<file path="src/rtl/if_id_skid_stage.sv">
// IF->ID pipeline stage with a valid/ready handshake, a 2-entry skid buffer, flush and a
// saturating back-pressure counter. MIPS fields are sliced straight from the held word.
module if_id_skid_stage #(
   parameter int INST_MEM_WIDTH = 5,
   parameter int INST_WIDTH     = 32,
   parameter int CNT_WIDTH      = 16
) (
   input  logic                      CLK,
   input  logic                      reset,
   input  logic                      flush,
   input  logic                      in_valid,
   output logic                      in_ready,
   input  logic [INST_WIDTH-1:0]     inst,
   input  logic [INST_MEM_WIDTH-1:0] pc,
   input  logic [INST_MEM_WIDTH-1:0] pc1,
   input  logic                      distinct,
   output logic                      out_valid,
   input  logic                      out_ready,
   output logic [INST_WIDTH-1:0]     out_inst,
   output logic [INST_MEM_WIDTH-1:0] out_pc,
   output logic [INST_MEM_WIDTH-1:0] out_pc1,
   output logic                      out_distinct,
   output logic [5:0]                opcode,
   output logic [5:0]                funct,
   output logic [4:0]                rs,
   output logic [4:0]                rt,
   output logic [4:0]                rd,
   output logic [4:0]                sa,
   output logic [15:0]               immediate,
   output logic [25:0]               inst_index,
   output logic [1:0]                occupancy,
   output logic [CNT_WIDTH-1:0]      stall_cycles
);

   typedef enum logic [1:0] {
      EMPTY = 2'd0,
      HALF  = 2'd1,
      FULL  = 2'd2
   } state_t;

   typedef struct packed {
      logic [INST_WIDTH-1:0]     inst;
      logic [INST_MEM_WIDTH-1:0] pc;
      logic [INST_MEM_WIDTH-1:0] pc1;
      logic                      distinct;
   } entry_t;

   state_t                state_q, state_d;
   entry_t                main_q, main_d;
   entry_t                skid_q, skid_d;
   logic [CNT_WIDTH-1:0]  stall_q, stall_d;
   entry_t                in_entry;
   logic                  in_fire;
   logic                  out_fire;

   // in_ready looks only at registered state and reset, so no combinational path from out_ready.
   assign in_ready  = reset & (state_q != FULL);
   assign out_valid = (state_q != EMPTY);
   assign in_fire   = in_valid & in_ready;
   assign out_fire  = out_valid & out_ready;

   always_comb begin
      in_entry          = '0;
      in_entry.inst     = inst;
      in_entry.pc       = pc;
      in_entry.pc1      = pc1;
      in_entry.distinct = distinct;
   end

   // NOTE: every always_comb output gets a default first so no path can infer a latch.
   always_comb begin
      state_d = state_q;
      main_d  = main_q;
      skid_d  = skid_q;
      stall_d = stall_q;

      unique case (state_q)
         EMPTY: begin
            if (in_fire) begin
               main_d  = in_entry;
               state_d = HALF;
            end
         end
         HALF: begin
            if (in_fire && out_fire) begin
               main_d = in_entry;
            end else if (in_fire) begin
               skid_d  = in_entry;
               state_d = FULL;
            end else if (out_fire) begin
               main_d  = '0;
               state_d = EMPTY;
            end
         end
         FULL: begin
            if (out_fire) begin
               main_d  = skid_q;
               skid_d  = '0;
               state_d = HALF;
            end
         end
         default: begin
            main_d  = '0;
            skid_d  = '0;
            state_d = EMPTY;
         end
      endcase

      if (flush) begin
         main_d  = '0;
         skid_d  = '0;
         state_d = EMPTY;
      end

      if (out_valid && !out_ready && (stall_q != '1)) begin
         stall_d = stall_q + CNT_WIDTH'(1);
      end
   end

   // NOTE: sequential state uses non-blocking assignments so all flops update together.
   always_ff @(posedge CLK) begin
      if (!reset) begin
         state_q <= EMPTY;
         main_q  <= '0;
         skid_q  <= '0;
         stall_q <= '0;
      end else begin
         state_q <= state_d;
         main_q  <= main_d;
         skid_q  <= skid_d;
         stall_q <= stall_d;
      end
   end

   always_comb begin
      unique case (state_q)
         EMPTY:   occupancy = 2'd0;
         HALF:    occupancy = 2'd1;
         FULL:    occupancy = 2'd2;
         default: occupancy = 2'd0;
      endcase
   end

   assign out_inst     = out_valid ? main_q.inst : '0;
   assign out_pc       = out_valid ? main_q.pc : '0;
   assign out_pc1      = out_valid ? main_q.pc1 : '0;
   assign out_distinct = out_valid & main_q.distinct;

   assign opcode       = out_inst[31:26];
   assign rs           = out_inst[25:21];
   assign rt           = out_inst[20:16];
   assign rd           = out_inst[15:11];
   assign sa           = out_inst[10:6];
   assign funct        = out_inst[5:0];
   assign immediate    = out_inst[15:0];
   assign inst_index   = out_inst[25:0];
   assign stall_cycles = stall_q;

endmodule

</file>
<file path="config.mk">
export PLATFORM = sky130hd
export DESIGN_NAME = if_id_skid_stage
export DESIGN_NICKNAME = d
export VERILOG_FILES = /design/src/rtl/if_id_skid_stage.sv
export SDC_FILE = /design/constraint.sdc
export NUM_CORES = 1
export LEC_CHECK = 0
export CORE_MARGIN = 2
export CORE_UTILIZATION = 30
export CTS_CLUSTER_DIAMETER = 50
export DETAILED_ROUTE_END_ITERATION = 16
export SLEW_MARGIN = 20
export SYNTH_ARGS = -nofsm -noshare
export SYNTH_HDL_FRONTEND = slang
export SYNTH_SLANG_ARGS = --single-unit
</file>
<file path="constraint.sdc">
create_clock -name CLK -period 2.1 [get_ports CLK]
set_input_delay 0.525 -clock CLK [delete_from_list [all_inputs] [get_ports CLK]]
set_output_delay 0.525 -clock CLK [all_outputs]
set_load 0.03 [all_outputs]
</file>
Word-level counts from Yosys, hierarchy flattened

Index checks and enable logic that the tools add are counted.

Bits in registers: 104
Bits in latches: 0
Memory bits (writable): 0
ROM bits: 0
Input port bits: 48
Output and inout port bits: 137
Logic and storage cells: 56
Memories: 0

$add $sub $neg: 1
$mul: 0
Divide/modulo/power cells: 0
Order comparisons: 0
Equal/unequal tests: 11
Shifts and indexed selects: 0
Multiplexer cells: 18
Bitwise logic cells: 6
Reductions and logical operators: 10

Operator list:

| cell                                                             | number |
|---|---|
| 43-bit 2-to-1 mux                                                | 6 |
| 43-bit one-hot mux with 3 select lines                           | 2 |
| 32-bit 2-to-1 mux                                                | 1 |
| 16-bit by 1-bit adder with 16-bit output (second input constant) | 1 |
| 16-bit != test (second input constant)                           | 1 |
| 4-bit AND reduction                                              | 3 |
| 2-bit 2-to-1 mux                                                 | 5 |
| 5-bit 2-to-1 mux                                                 | 2 |
| 2-bit != test (second input constant)                            | 5 |
| 3-bit != test (second input constant)                            | 3 |
| 2-bit one-hot mux with 3 select lines                            | 1 |
| 1-bit bitwise AND                                                | 4 |
| 2-bit one-hot mux with 2 select lines                            | 1 |
| 1-bit logical AND                                                | 3 |
| 2-bit by 1-bit == test with 1-bit output (second input constant) | 1 |
| 2-bit == test (second input constant)                            | 1 |
| 2-bit zero test                                                  | 1 |
| 1-bit inverter                                                   | 2 |
| 2-bit nonzero test                                               | 1 |
| 2-bit OR reduction                                               | 1 |
| 1-bit zero test                                                  | 1 |

Longest topological paths before layout

Word-level depth: 6
Gate-level depth with buffers: 7
Gate-level depth less buffers: 5

Worst setup path before layout

OpenSTA, ideal clock, no wires.

Path type: input to register
Start: input out_ready
End: register stall_q[15], in the netlist stall_cycles[15]
Library setup time: 70 ps
Data arrival time: 2,106 ps
Data required time: 2,030 ps
Path slack: -76 ps
Stages on the path: 6
Path buffers: 2
Path through: clkbuf_1 o21bai_4 or4_1 clkbuf_2 or4_1 a21oi_1

Longest elaborated chain between the ends: 3

RTL lines:

| element                         | RTL line | text |
|---|---|---|
| from (decl)                     | 18       | `input logic out_ready,` |
| 1-bit zero test                 | 115      | `if (out_valid && !out_ready && (stall_q != '1)) begin` |
| 1-bit logical AND (2 in series) | 115      |  |
| to (signal assigned)            | 131      | `stall_q <= stall_d;` |
| to (decl)                       | 51       | `logic [CNT_WIDTH-1:0] stall_q, stall_d;` |

Every way passes these cells.
A chain may end at the register's enable or synchronous reset.

Worst setup path after layout

Start: register state_q[0]
End: output opcode[5]

Longest elaborated chain between the ends: 2

RTL lines:

| element                | RTL line | text |
|---|---|---|
| from (decl)            | 48       | `state_t state_q, state_d;` |
| from (signal assigned) | 128      | `state_q <= state_d;` |
| 2-bit nonzero test     | 58       | `assign out_valid = (state_q != EMPTY);` |
| 32-bit 2-to-1 mux      | 144      | `assign out_inst = out_valid ? main_q.inst : '0;` |
| to (decl)              | 23       | `output logic [5:0] opcode,` |

Every way passes these cells.

==> out/results.ini <==
[setup_path]
r2r_start=state_q[0]
critPathLaunchType=flop
r2r-end=stall_cycles[15]
worstSetupPathType=reg2out
r2r_slack_ns=0.23
cp_max_fo=19
reg2regPathDepth=5
cp.required_ns=1.57
worstPathArrival_ns=1.54
crit_path_end_kind=output pin

[finish]
multi_input_area_sq_um=2570
regArea_sq_um=2080
antenna_cells=0
stdcell_count=921
drive_gt1_share_pct=28.3
area_growth_pct=35.5
fill_cells=1682
nets=740

[place]
numPortBuffers=184
pre_cts_ws_ns=-0.327
place_congestion=0.762
place_inst=904
dpl.hpwl_mm=9.69

[drt]
wl_mm=14.2
drt-initial-drc-count=186
drtPass1Iterations=7
via_per_inst=4.80
ant_nets=0
wl_per_cell_microns=15.4
drcViolationCount=0
via_count=4418

[global_routing]
antenna_found_initial=0
use_met3_pct=3.78
grt_max_degree=47
gr-max-usage-layer=met2
grt_pass1_vias=4170
grt.met1_usage_pct=19.1
grt.total_usage_pct=14.8
use_met2_pct=24.3
globalRouteOverflowTotal=0
grt_pass1_wl_mm=21.8

[logic_synthesis]
ys_ff_latch=104
yosys_warnings=0
synth_top_area_cell=dfxtp_1
synth_nets=633
yosysSeqAreaShare_pct=39.2
synthArstFlopShare_pct=0
synthTopCellsByArea=dfxtp_1 39%, buf_4 10%, mux2i_1 9.4%, o2bb2ai_1 7.1%, a22oi_1 6.1%
syn-cell-area_sq_um=5310
synth-edff-count=0
synth.most_common_cell=dfxtp_1
synthCells=584
synth_common_cells=104 x dfxtp_1, 74 x buf_4, 50 x mux2i_1, 46 x nor2_1, 46 x nor2b_1
ys.flop_type=dfxtp_1
yosysTopAreaCellShare_pct=39.2
syn_avg_cell_area_sq_um=9.09
yosys.cell_types.count=42

[timing]
fin_ws_ns=0.0325
fmax_mhz=484
final_max_slew_viol_count=0
worst_pin_slew_ns=0.434
hold_viol_final=0
whs_ns=0.460
fin_crit_sh_pct=98.5
relSlewSlack_pct=71.0
clock_skew_ns=0.00624
rsz0062_at_grt=yes
min_period_ns=2.07
setup_viol=0
timing.setup.tns_ns=0

[floorplanning]
die_area_sq_um=18800
rows=48
die_h_microns=137
ios=185
initial_core_util_pct=30.7
die_x_microns=137
fp.coreArea_sq_um=17300

[power]
ir_worst_vdd_mv=0.410
power.density_nw_per_um2=570
cellLeakagePower_nw=2.66

[clocking]
clockBufferDepth=2
cts_htree_levels=3
clk_pin_slew_ns=0.07
numCtsBuffers=9
holdBufCountCts=0
cts_sinks=104
cts_setup_buffers=0
cts_tree=done
worstSkewPairLatency_ns=0.35
root_buffer=clkbuf_16

[flow_run]
maxCapViolations=0

[hold_path]
holdCritPathClass=reg2reg
holdCritStartpoint=main_q[14]
holdPathStages=1
holdPathEnd=main_q[14]

[run_status]
outcome=completed

where the power goes:
| part | leakage, nW | internal (mW) | total [mW] | switching (mW) |
|---|---|---|---|---|
| clock | 0.140 | 0.850 | 1.64 | 0.787 |
| sequential | 0.840 | 1.99 | 2.00 | 0.0117 |
| combinational | 1.68 | 0.224 | 0.461 | 0.237 |
layout make-up:
cell class	instances	area share, %
clock buffer	10	3.32
clock inverter	6	0.661
inverter	4	0.209
multi-input combinational	356	35.8
sequential	104	29.0
tap	225	3.91
timing repair buffer	216	27.1
routing by layer:
| metal | part of all wire, % | vias to the layer above | wire (microns) |
|---|---|---|---|
| met5 | 0 | - | 0 |
| met1 | 46 | 2093 | 6490 |
| met2 | 47 | 128 | 6730 |
| met4 | 1.2 | 0 | 176 |
| li1 | - | 2186 | - |
| met3 | 5.5 | 11 | 785 |
metrics by stage:
stage               utilization (%)  cell area [sq um]  total power, mW
finish                         41.6               7190             4.10
CTS                            41.8               7230             4.17
global placement               39.9               6900             2.50
floorplan                         -               5320             2.27
global route                   41.6               7190             4.29
detailed placement             39.9               6900             2.50
registers in the layout (all words and copies together), names as in the netlist:
name	flops
state_q	2
main_q	43
skid_q	43
stall_cycles	16
cell usage in the layout (no fill, tap or decap), types with 4 or more instances in the layout:
master	instances
mux2i_1	50
a21oi_1	6
a22oi_1	43
nor2_1	45
clkbuf_16	10
buf_4	98
nand2b_1	7
buf_12	11
inv_1	4
o2bb2ai_1	43
nand2_1	15
and2_1	43
nor4_1	8
clkbuf_2	19
dfxtp_1	103
nor2b_1	30
nand3_1	5
nor2b_2	13
nand4_1	4
clkdlybuf4s15_2	15
o21ai_0	4
clkdlybuf4s50_1	62
worst max-delay path, cell delays in order (launching register included):
cell and delay (ns):
dfxtp_1 0.34, nor2_4 0.25, buf_12 0.20, nor2b_1 0.07, clkdlybuf4s15_1 0.33
what timing repair did:
item | CTS | global route
cloned | 0 | 1
resized for setup | 94 | 50
endpoints found under the hold margin | 0 | 0
endpoints found under the setup margin | 85 | 87
pin swaps | 1 | 1
worst max-delay path by stage:
stage / startpoint / end
floorplan: state_q[0] / immediate[0]
global placement: out_ready / stall_cycles[15]
detailed placement: out_ready / stall_cycles[15]
CTS: state_q[1] / opcode[1]
global route: state_q[0] / opcode[5]
finish: state_q[0] / opcode[5]
kinds of logic after synthesis:
family	after synthesis	synth area share, %
flip-flops	104	39.2
AND/OR/NAND/NOR	192	19.9
AO/OA/AOI/OAI	112	16.8
multiplexers	51	9.64
buffers and inverters	124	14.2
adder cells (fa/ha/maj)	1	0.236
Note: power is estimated with default switching activity, not from simulation.
